File: config.mk
export PLATFORM = sky130hd
export DESIGN_NAME = sd_block_bridge
export DESIGN_NICKNAME = d
export VERILOG_FILES = /design/src/rtl/sd_block_bridge.sv
export SDC_FILE = /design/constraint.sdc
export NUM_CORES = 1
export LEC_CHECK = 0
export ABC_AREA = 1
export ABC_CLOCK_PERIOD_IN_PS = 2080
export CAP_MARGIN = 20
export CORE_ASPECT_RATIO = 0.6
export CORE_MARGIN = 4
export CORE_UTILIZATION = 38
export CTS_BUF_LIST = sky130_fd_sc_hd__clkbuf_8
export DETAILED_ROUTE_END_ITERATION = 8
export PLACE_DENSITY = 0.8
export SYNTH_ARGS = -nofsm -noshare
export SYNTH_HDL_FRONTEND = slang
export SYNTH_SLANG_ARGS = --single-unit
File: constraint.sdc
create_clock -name clk -period 2.08 [get_ports clk]
set_input_delay 0.416 -clock clk [delete_from_list [all_inputs] [get_ports clk]]
set_output_delay 0.416 -clock clk [all_outputs]
set_load 0.01 [all_outputs]
File: src/rtl/sd_block_bridge.sv
// sd_block_bridge: arbitrates three SD block requesters onto one host data-slot engine, 512 bytes per block.
// Define SD_BRIDGE_WRITE_EN to build the write-back path; the default build is read-only.
module sd_block_bridge #(
   parameter logic [23:0] TIMEOUT = 24'd1000000
) (
   input  logic        clk,
   input  logic        reset,
   input  logic [2:0]  sd_rd,
   input  logic [2:0]  sd_wr,
   input  logic [31:0] sd_lba0,
   input  logic [31:0] sd_lba1,
   input  logic [31:0] sd_lba2,
   output logic [2:0]  sd_ack,
   output logic [8:0]  sd_buff_addr,
   output logic [7:0]  sd_buff_dout,
   output logic        sd_buff_wr,
   input  logic [7:0]  sd_buff_din0,
   input  logic [7:0]  sd_buff_din1,
   input  logic [7:0]  sd_buff_din2,
   output logic        host_req,
   output logic        host_write,
   output logic [1:0]  host_slot,
   output logic [31:0] host_lba,
   input  logic        host_gnt,
   input  logic        host_rd_valid,
   input  logic [7:0]  host_rd_data,
   output logic        host_wr_valid,
   output logic [7:0]  host_wr_data,
   input  logic        host_wr_ready,
   output logic        busy,
   output logic        err,
   output logic [2:0]  state_dbg
);

   localparam logic [2:0] S_IDLE     = 3'd0;
   localparam logic [2:0] S_REQ      = 3'd1;
   localparam logic [2:0] S_RD_XFER  = 3'd2;
`ifdef SD_BRIDGE_WRITE_EN
   localparam logic [2:0] S_WR_FETCH = 3'd3;
   localparam logic [2:0] S_WR_XFER  = 3'd4;
`endif
   localparam logic [2:0] S_DONE     = 3'd5;

   logic [2:0]  state;
   logic [2:0]  state_nxt;
   logic [1:0]  slot;
   logic [31:0] lba;
   logic [8:0]  count;
   logic [23:0] idle_cnt;
   logic [2:0]  req_vec;
   logic [1:0]  pick_slot;
   logic [31:0] pick_lba;
   logic        xfer;
   logic        active;
   logic        rd_hs;
   logic        wr_hs;
   logic        event_hit;
   logic        timed_out;

`ifdef SD_BRIDGE_WRITE_EN
   logic        dir_wr;
   logic        pick_wr;
   logic [7:0]  din_sel;
   logic [7:0]  wr_data_q;
   logic        wr_hold;

   assign req_vec = sd_rd | sd_wr;
   assign xfer    = (state == S_RD_XFER) || (state == S_WR_FETCH) || (state == S_WR_XFER);
`else
   logic unused_write_inputs;

   assign unused_write_inputs = ^{sd_wr, sd_buff_din0, sd_buff_din1, sd_buff_din2};
   assign req_vec = sd_rd;
   assign xfer    = (state == S_RD_XFER);
`endif

   // Fixed priority: the lowest-numbered requesting slot wins.
   always_comb begin
      pick_slot = 2'd0;
      if (req_vec[0])      pick_slot = 2'd0;
      else if (req_vec[1]) pick_slot = 2'd1;
      else if (req_vec[2]) pick_slot = 2'd2;
   end

   always_comb begin
      case (pick_slot)
         2'd0:    pick_lba = sd_lba0;
         2'd1:    pick_lba = sd_lba1;
         default: pick_lba = sd_lba2;
      endcase
   end

`ifdef SD_BRIDGE_WRITE_EN
   // A slot asking for both directions is served as a read.
   always_comb begin
      case (pick_slot)
         2'd0:    pick_wr = !sd_rd[0];
         2'd1:    pick_wr = !sd_rd[1];
         default: pick_wr = !sd_rd[2];
      endcase
   end

   always_comb begin
      case (slot)
         2'd0:    din_sel = sd_buff_din0;
         2'd1:    din_sel = sd_buff_din1;
         default: din_sel = sd_buff_din2;
      endcase
   end

   // host_wr_valid/host_wr_data are held for as long as host_wr_ready stays low; a byte moves only on valid && ready.
   assign wr_hs = (state == S_WR_XFER) && host_wr_ready;
`else
   assign wr_hs = 1'b0;
`endif

   assign active    = (state == S_REQ) || xfer;
   assign rd_hs     = (state == S_RD_XFER) && host_rd_valid;
   assign event_hit = host_gnt || host_rd_valid || wr_hs;
   assign timed_out = active && !event_hit && (idle_cnt == TIMEOUT - 24'd1);

   always_comb begin
      state_nxt = state;
      case (state)
         S_IDLE:    if (|req_vec) state_nxt = S_REQ;
`ifdef SD_BRIDGE_WRITE_EN
         S_REQ:     if (host_gnt) state_nxt = dir_wr ? S_WR_FETCH : S_RD_XFER;
         S_WR_FETCH: state_nxt = S_WR_XFER;
         S_WR_XFER: if (wr_hs) state_nxt = (count == 9'd511) ? S_DONE : S_WR_FETCH;
`else
         S_REQ:     if (host_gnt) state_nxt = S_RD_XFER;
`endif
         S_RD_XFER: if (rd_hs && count == 9'd511) state_nxt = S_DONE;
         S_DONE:    state_nxt = S_IDLE;
         default:   state_nxt = S_IDLE;
      endcase
      if (timed_out) state_nxt = S_IDLE;
   end

   always_ff @(posedge clk or posedge reset) begin
      if (reset) begin
         state    <= S_IDLE;
         slot     <= 2'd0;
         lba      <= 32'd0;
         count    <= 9'd0;
         idle_cnt <= 24'd0;
      end else begin
         state <= state_nxt;
         if (state == S_IDLE && |req_vec) begin
            slot <= pick_slot;
            lba  <= pick_lba;
         end
         if (timed_out)                     count <= 9'd0;
         else if (state == S_REQ && host_gnt) count <= 9'd0;
         else if (rd_hs || wr_hs)           count <= count + 9'd1;
         if (!active || event_hit || timed_out) idle_cnt <= 24'd0;
         else                                   idle_cnt <= idle_cnt + 24'd1;
      end
   end

`ifdef SD_BRIDGE_WRITE_EN
   // Buffer RAM data lags the address by one cycle, so the first WR_XFER cycle forwards din live and then holds it.
   always_ff @(posedge clk or posedge reset) begin
      if (reset) begin
         dir_wr    <= 1'b0;
         wr_hold   <= 1'b0;
         wr_data_q <= 8'd0;
      end else begin
         if (state == S_IDLE && |req_vec) dir_wr <= pick_wr;
         if (state == S_WR_XFER && !wr_hold) begin
            wr_hold   <= 1'b1;
            wr_data_q <= din_sel;
         end
         if (state_nxt != S_WR_XFER) wr_hold <= 1'b0;
      end
   end

   assign host_write    = dir_wr;
   assign host_wr_valid = (state == S_WR_XFER);
   assign host_wr_data  = !host_wr_valid ? 8'd0 : (wr_hold ? wr_data_q : din_sel);
`else
   assign host_write    = 1'b0;
   assign host_wr_valid = 1'b0;
   assign host_wr_data  = 8'd0;
`endif

   assign busy         = (state != S_IDLE);
   assign host_req     = (state == S_REQ);
   assign host_slot    = slot;
   assign host_lba     = lba;
   assign sd_ack       = xfer ? (3'b001 << slot) : 3'b000;
   assign sd_buff_addr = count;
   assign sd_buff_wr   = rd_hs;
   assign sd_buff_dout = rd_hs ? host_rd_data : 8'd0;
   assign err          = timed_out;
   assign state_dbg    = state;

endmodule

==> After elaboration in Yosys (flattened, before gate mapping) <==
Index checks and enable logic that the tools add are counted.
{ "word_totals": {"out_inout_bits": 71, "wordCells": 49, "in_bits": 139, "regBits": 70} }
{ "classes": {"add_sub_neg": 2, "mux": 15, "eq_ne": 8, "reduce_logical": 18, "shifts": 1} }
{ "ops": {"columns": ["cell", "n"], "rows": [
  ["32-bit case mux with 2 select lines", 1],
  ["9-bit two-way mux", 3],
  ["24-bit by 1-bit adder with 24-bit output, second input constant", 1],
  ["24-bit by 20-bit equality test with 1-bit output, second input constant", 1],
  ["24-bit two-way mux", 1],
  ["3-bit two-way mux", 5],
  ["9-bit by 1-bit adder with 9-bit output, second input constant", 1],
  ["9-bit equality test, second input constant", 1],
  ["3-bit case mux with 3 select lines", 1],
  ["8-bit two-way mux", 1],
  ["1-bit logical AND", 6],
  ["2-bit two-way mux", 3],
  ["3-bit by 1-bit inequality test with 1-bit output, second input constant", 2],
  ["3-bit nonzero test", 2],
  ["1-bit logical OR", 4],
  ["3-bit by 1-bit equality test with 1-bit output, second input constant", 1],
  ["3-bit by 2-bit equality test with 1-bit output, second input constant", 1],
  ["3-bit zero test", 1],
  ["3-bit inequality test, second input constant", 1],
  ["3-bit AND reduction", 1],
  ["3-bit OR reduction", 1],
  ["1-bit by 2-bit << shifter with 3-bit output, first input constant", 1],
  ["2-bit by 1-bit equality test with 1-bit output, second input constant", 1],
  ["1-bit zero test", 2],
  ["2-bit zero test", 1]
]} }

==> Logic depth before layout (Yosys ltp) <==
{ "logic_depth": {"ltp_word": 6, "ltp_mapped": 9, "mapped_depth_nobuf": 9} }

==> Worst setup path before layout <==
OpenSTA, ideal clock, no wires.
{ "synth_path": {"path_type": "reg2out", "from": "reg idle_cnt[0]", "to": "out err", "t_arrival_ns": 1.298, "path_buffers": 0, "required_time_ns": 1.664, "slack_ns": 0.366, "path_stages_with_launch": 8, "path_cell_list": "dfrtp_1 ha_1 nand2_2 nor2_4 nand3_1 nor2_1 nand3_1 inv_1"} }
{ "synth_between": {"elab_chain_len": 2} }
{ "synth_rtl": {"columns": ["element", "line_no", "text"], "rows": [
  ["start, declared", "49", "logic [23:0] idle_cnt;"],
  ["start signal, assigned", "157", "else idle_cnt <= idle_cnt + 24'd1;"],
  ["24-bit by 20-bit equality test with 1-bit output", "120", "assign timed_out = active && !event_hit && (idle_cnt == TIMEOUT - 24'd1);"],
  ["1-bit logical AND", "120", null],
  ["end, declared", "31", "output logic err,"]
]} }
No other way between the ends.

==> Final worst setup path <==
{ "layout_path": {"from": "reg idle_cnt[1]", "to": "out err"} }
Same word-level chain as after synthesis.

==> out/results.tsv <==
metric	value	unit
dp_hpwl	10.19	mm
max_freq	484.6	MHz
ff2ff_path_depth	7	
placed_area	0.006176	mm²
p_leak	2.788	nW
hold_viol_final	0	
path_max_fanout	2	
worstMarginPinSlew	0.6068	ns
power	5.762	mW
finalCriticalPeriod	2.064	ns
vias	4512	
drc	0	
p_per_area	896.1	mW/mm²
dr.pass1.iters	5	
setup_violations	0	
routed_wl	13.39	mm
core-area	0.01060	mm²
ys.warnings.count	0	
final_core_util	60.69	%
synth-seq-cells	70	
cts_buffer_depth	2	
hold_path_depth	2	
status	complete, no violations	
critPathCaptureType	primary output	
grt_max_degree	71	
final_area	0.006430	mm²
antenna_left	0	
die_area	0.01269	mm²
numCtsBuffers	9	
hold_start	host_lba[7]	
cp.arrival	1.65	ns
cts_root_buf	clkbuf_8	
grt_pass1_wl	20.83	mm
max-vdd-ir-drop	0.6267	mV
vias_per_cell	4.904	
synth_area_per_cell	7.219	µm²
drv_slew	0	
start_kind	flip-flop	
clock-skew-final	0.01741	ns
ios	210	
grt.overflow.total	0	
io_buffers	171	
cts_tree	done	
cts.clk_slew.worst_paths	0.08	ns
first_iter_violations	244	
drive_above_1_share	11.27	%
timing.final.crit_share	99.21	%
maxCapViolCount	0	
fp.dieH	88.89	µm
hold_buffers	0	
antenna_found_initial	0	
slew_headroom	59.49	%
cts.sinks	70	
worstReg2RegStart	state_dbg[1]	
first_global_vias	4356	
fin_nets	918	
areaGrowthSynthToFinish	55.16	%
diodes	0	
timing.critical_path.required	1.66	ns
seq_area_frac_synth	42.27	%
clk_latency	0.36	ns
criticalPathCategory	flip-flop to primary output	
htree_levels	3	
r2r_slack	0.36	ns
rsz0062_at_grt	yes	
grt_use_total	20.61	%
die_w	142.8	µm
hold_path_end	host_lba[7]	
syn_area	0.004144	mm²
synthCells	574	
worstHoldPathType	flip-flop to flip-flop	
yosys.cell_types.count	30	
r2r_end	host_lba[22]	
globalplace.congestion	0.9679	
wire_per_inst	14.55	µm
initial_core_util	39.11	%
rows	29	
-- critical path, cell delays in order (launching register included) --
cell and delay [ns]:
dfrtp_1 0.36, ha_2 0.19, nand2_2 0.08, nor2_4 0.10
nand3_1 0.10, nor2_2 0.17, nand3_2 0.10, inv_2 0.09
buf_6 0.10
-- cell families (layout without fill, tap and decap cells) --
| kind of cell | after synthesis | after routing | synth area share [%] |
|---|---|---|---|
| buffers and inverters | 79 | 277 | 9.118 |
| and+or+nand+nor | 314 | 314 | 31.16 |
| adders and majority gates | 3 | 3 | 0.9059 |
| AOI/OAI and AO/OA | 88 | 88 | 12.44 |
| other | 1 | 10 | 0.09049 |
| xor gates and xnor gates | 19 | 19 | 4.016 |
| DFF | 70 | 70 | 42.27 |
-- worst max-delay path by stage --
stage                             start               to  slack, ns  depth (start not counted)
after CTS                   idle_cnt[0]              err      0.008                          8
after detailed placement  host_rd_valid  sd_buff_dout[3]      -0.41                          5
after floorplan             idle_cnt[0]              err       0.37                          7
after global placement         sd_rd[0]     host_lba[24]      -0.38                          7
final                       idle_cnt[1]              err       0.02                          8
after global routing        idle_cnt[1]              err      -0.09                          8
-- power breakdown --
group / total (mW) / switching [mW] / internal (mW)
registers: 2.00 / 0.256 / 1.74
clock network: 1.12 / 0.565 / 0.555
logic: 2.65 / 1.31 / 1.34
total: 5.76 / 2.13 / 3.63
-- synthesized netlist by cell type, drive strengths merged --
cell type    n  share of area [%]
nand2      152                 14
nor2       127                 13
dfrtp       70                 42
a21oi       58                7.1
inv         50                4.5
a21boi      28                5.1
buf         28                4.5
nand3       26                3.1
xor2        14                3.0
nor3         5               0.60
xnor2        5                1.1
ha           3               0.91
a31oi        1               0.15
clkinv       1              0.090
conb         1              0.090
nand3b       1               0.18
nand4        1               0.15
nor4         1               0.15
o21ai        1               0.12
or2          1               0.15
-- stage by stage --
step	TNS [ns]	cells	worst slack [ns]	hold WS, ns
2_1_floorplan	0	583	0.3658	0.5078
3_3_place_gp	-14.04	899	-0.3849	0.4626
3_5_place_dp	-3.831	900	-0.4135	0.4699
4_1_cts	0	917	0.007734	0.4920
5_1_grt	-0.09049	920	-0.09049	0.5168
6_report	0	920	0.01642	0.4907
-- sequential cells by signal, summed over array words and instances, names as in the netlist --
register      flops
state_dbg         3
sd_buff_addr      9
host_slot         2
host_lba         32
idle_cnt         24
-- placed cells by master (no fill, tap or decap), types with 2 or more instances in the layout --
master             n
a21boi_0          19
a21boi_1           9
a21oi_1           57
buf_4             37
clkbuf_8           9
clkdlybuf4s50_1  156
clkinvlp_4         4
conb_1            10
dfrtp_1           69
dlygate4sd2_1     13
ha_1               2
inv_1             47
inv_2              3
nand2_1          147
nand2_2            4
nand3_1           24
nor2_1           110
nor2_2            14
nor2_4             3
nor3_1             4
xnor2_1            5
xor2_1            14
-- timing repair --
| action | in CTS | in global routing |
|---|---|---|
| gates resized for setup | 24 | 5 |
| pin swaps | 2 | 2 |
| cloned | 0 | 0 |
| setup endpoints to repair | 15 | 2 |
| buffers inserted | 1 | 3 |
-- per-layer routing --
metal | global-route usage, % | routed length (µm) | part of all wire, % | up-vias
li1 | - | - | - | 2182
met1 | 27.98 | 5915 | 44 | 2100
met2 | 32.67 | 5966 | 45 | 206
met3 | 6.200 | 1291 | 9.6 | 24
met4 | 5.177 | 214 | 1.6 | 0
met5 | 0 | 0 | 0 | -
-- layout make-up --
class	count	area [µm²]
fillers	923	4165
multi-input cells	434	2086
repair buffers	210	2024
flip-flops and latches	70	1753
inverters	51	195.2
well taps	139	173.9
clock buffers	9	123.9
clock inverters	7	73.82
No activity file was read; power rests on OpenSTA's default activity.
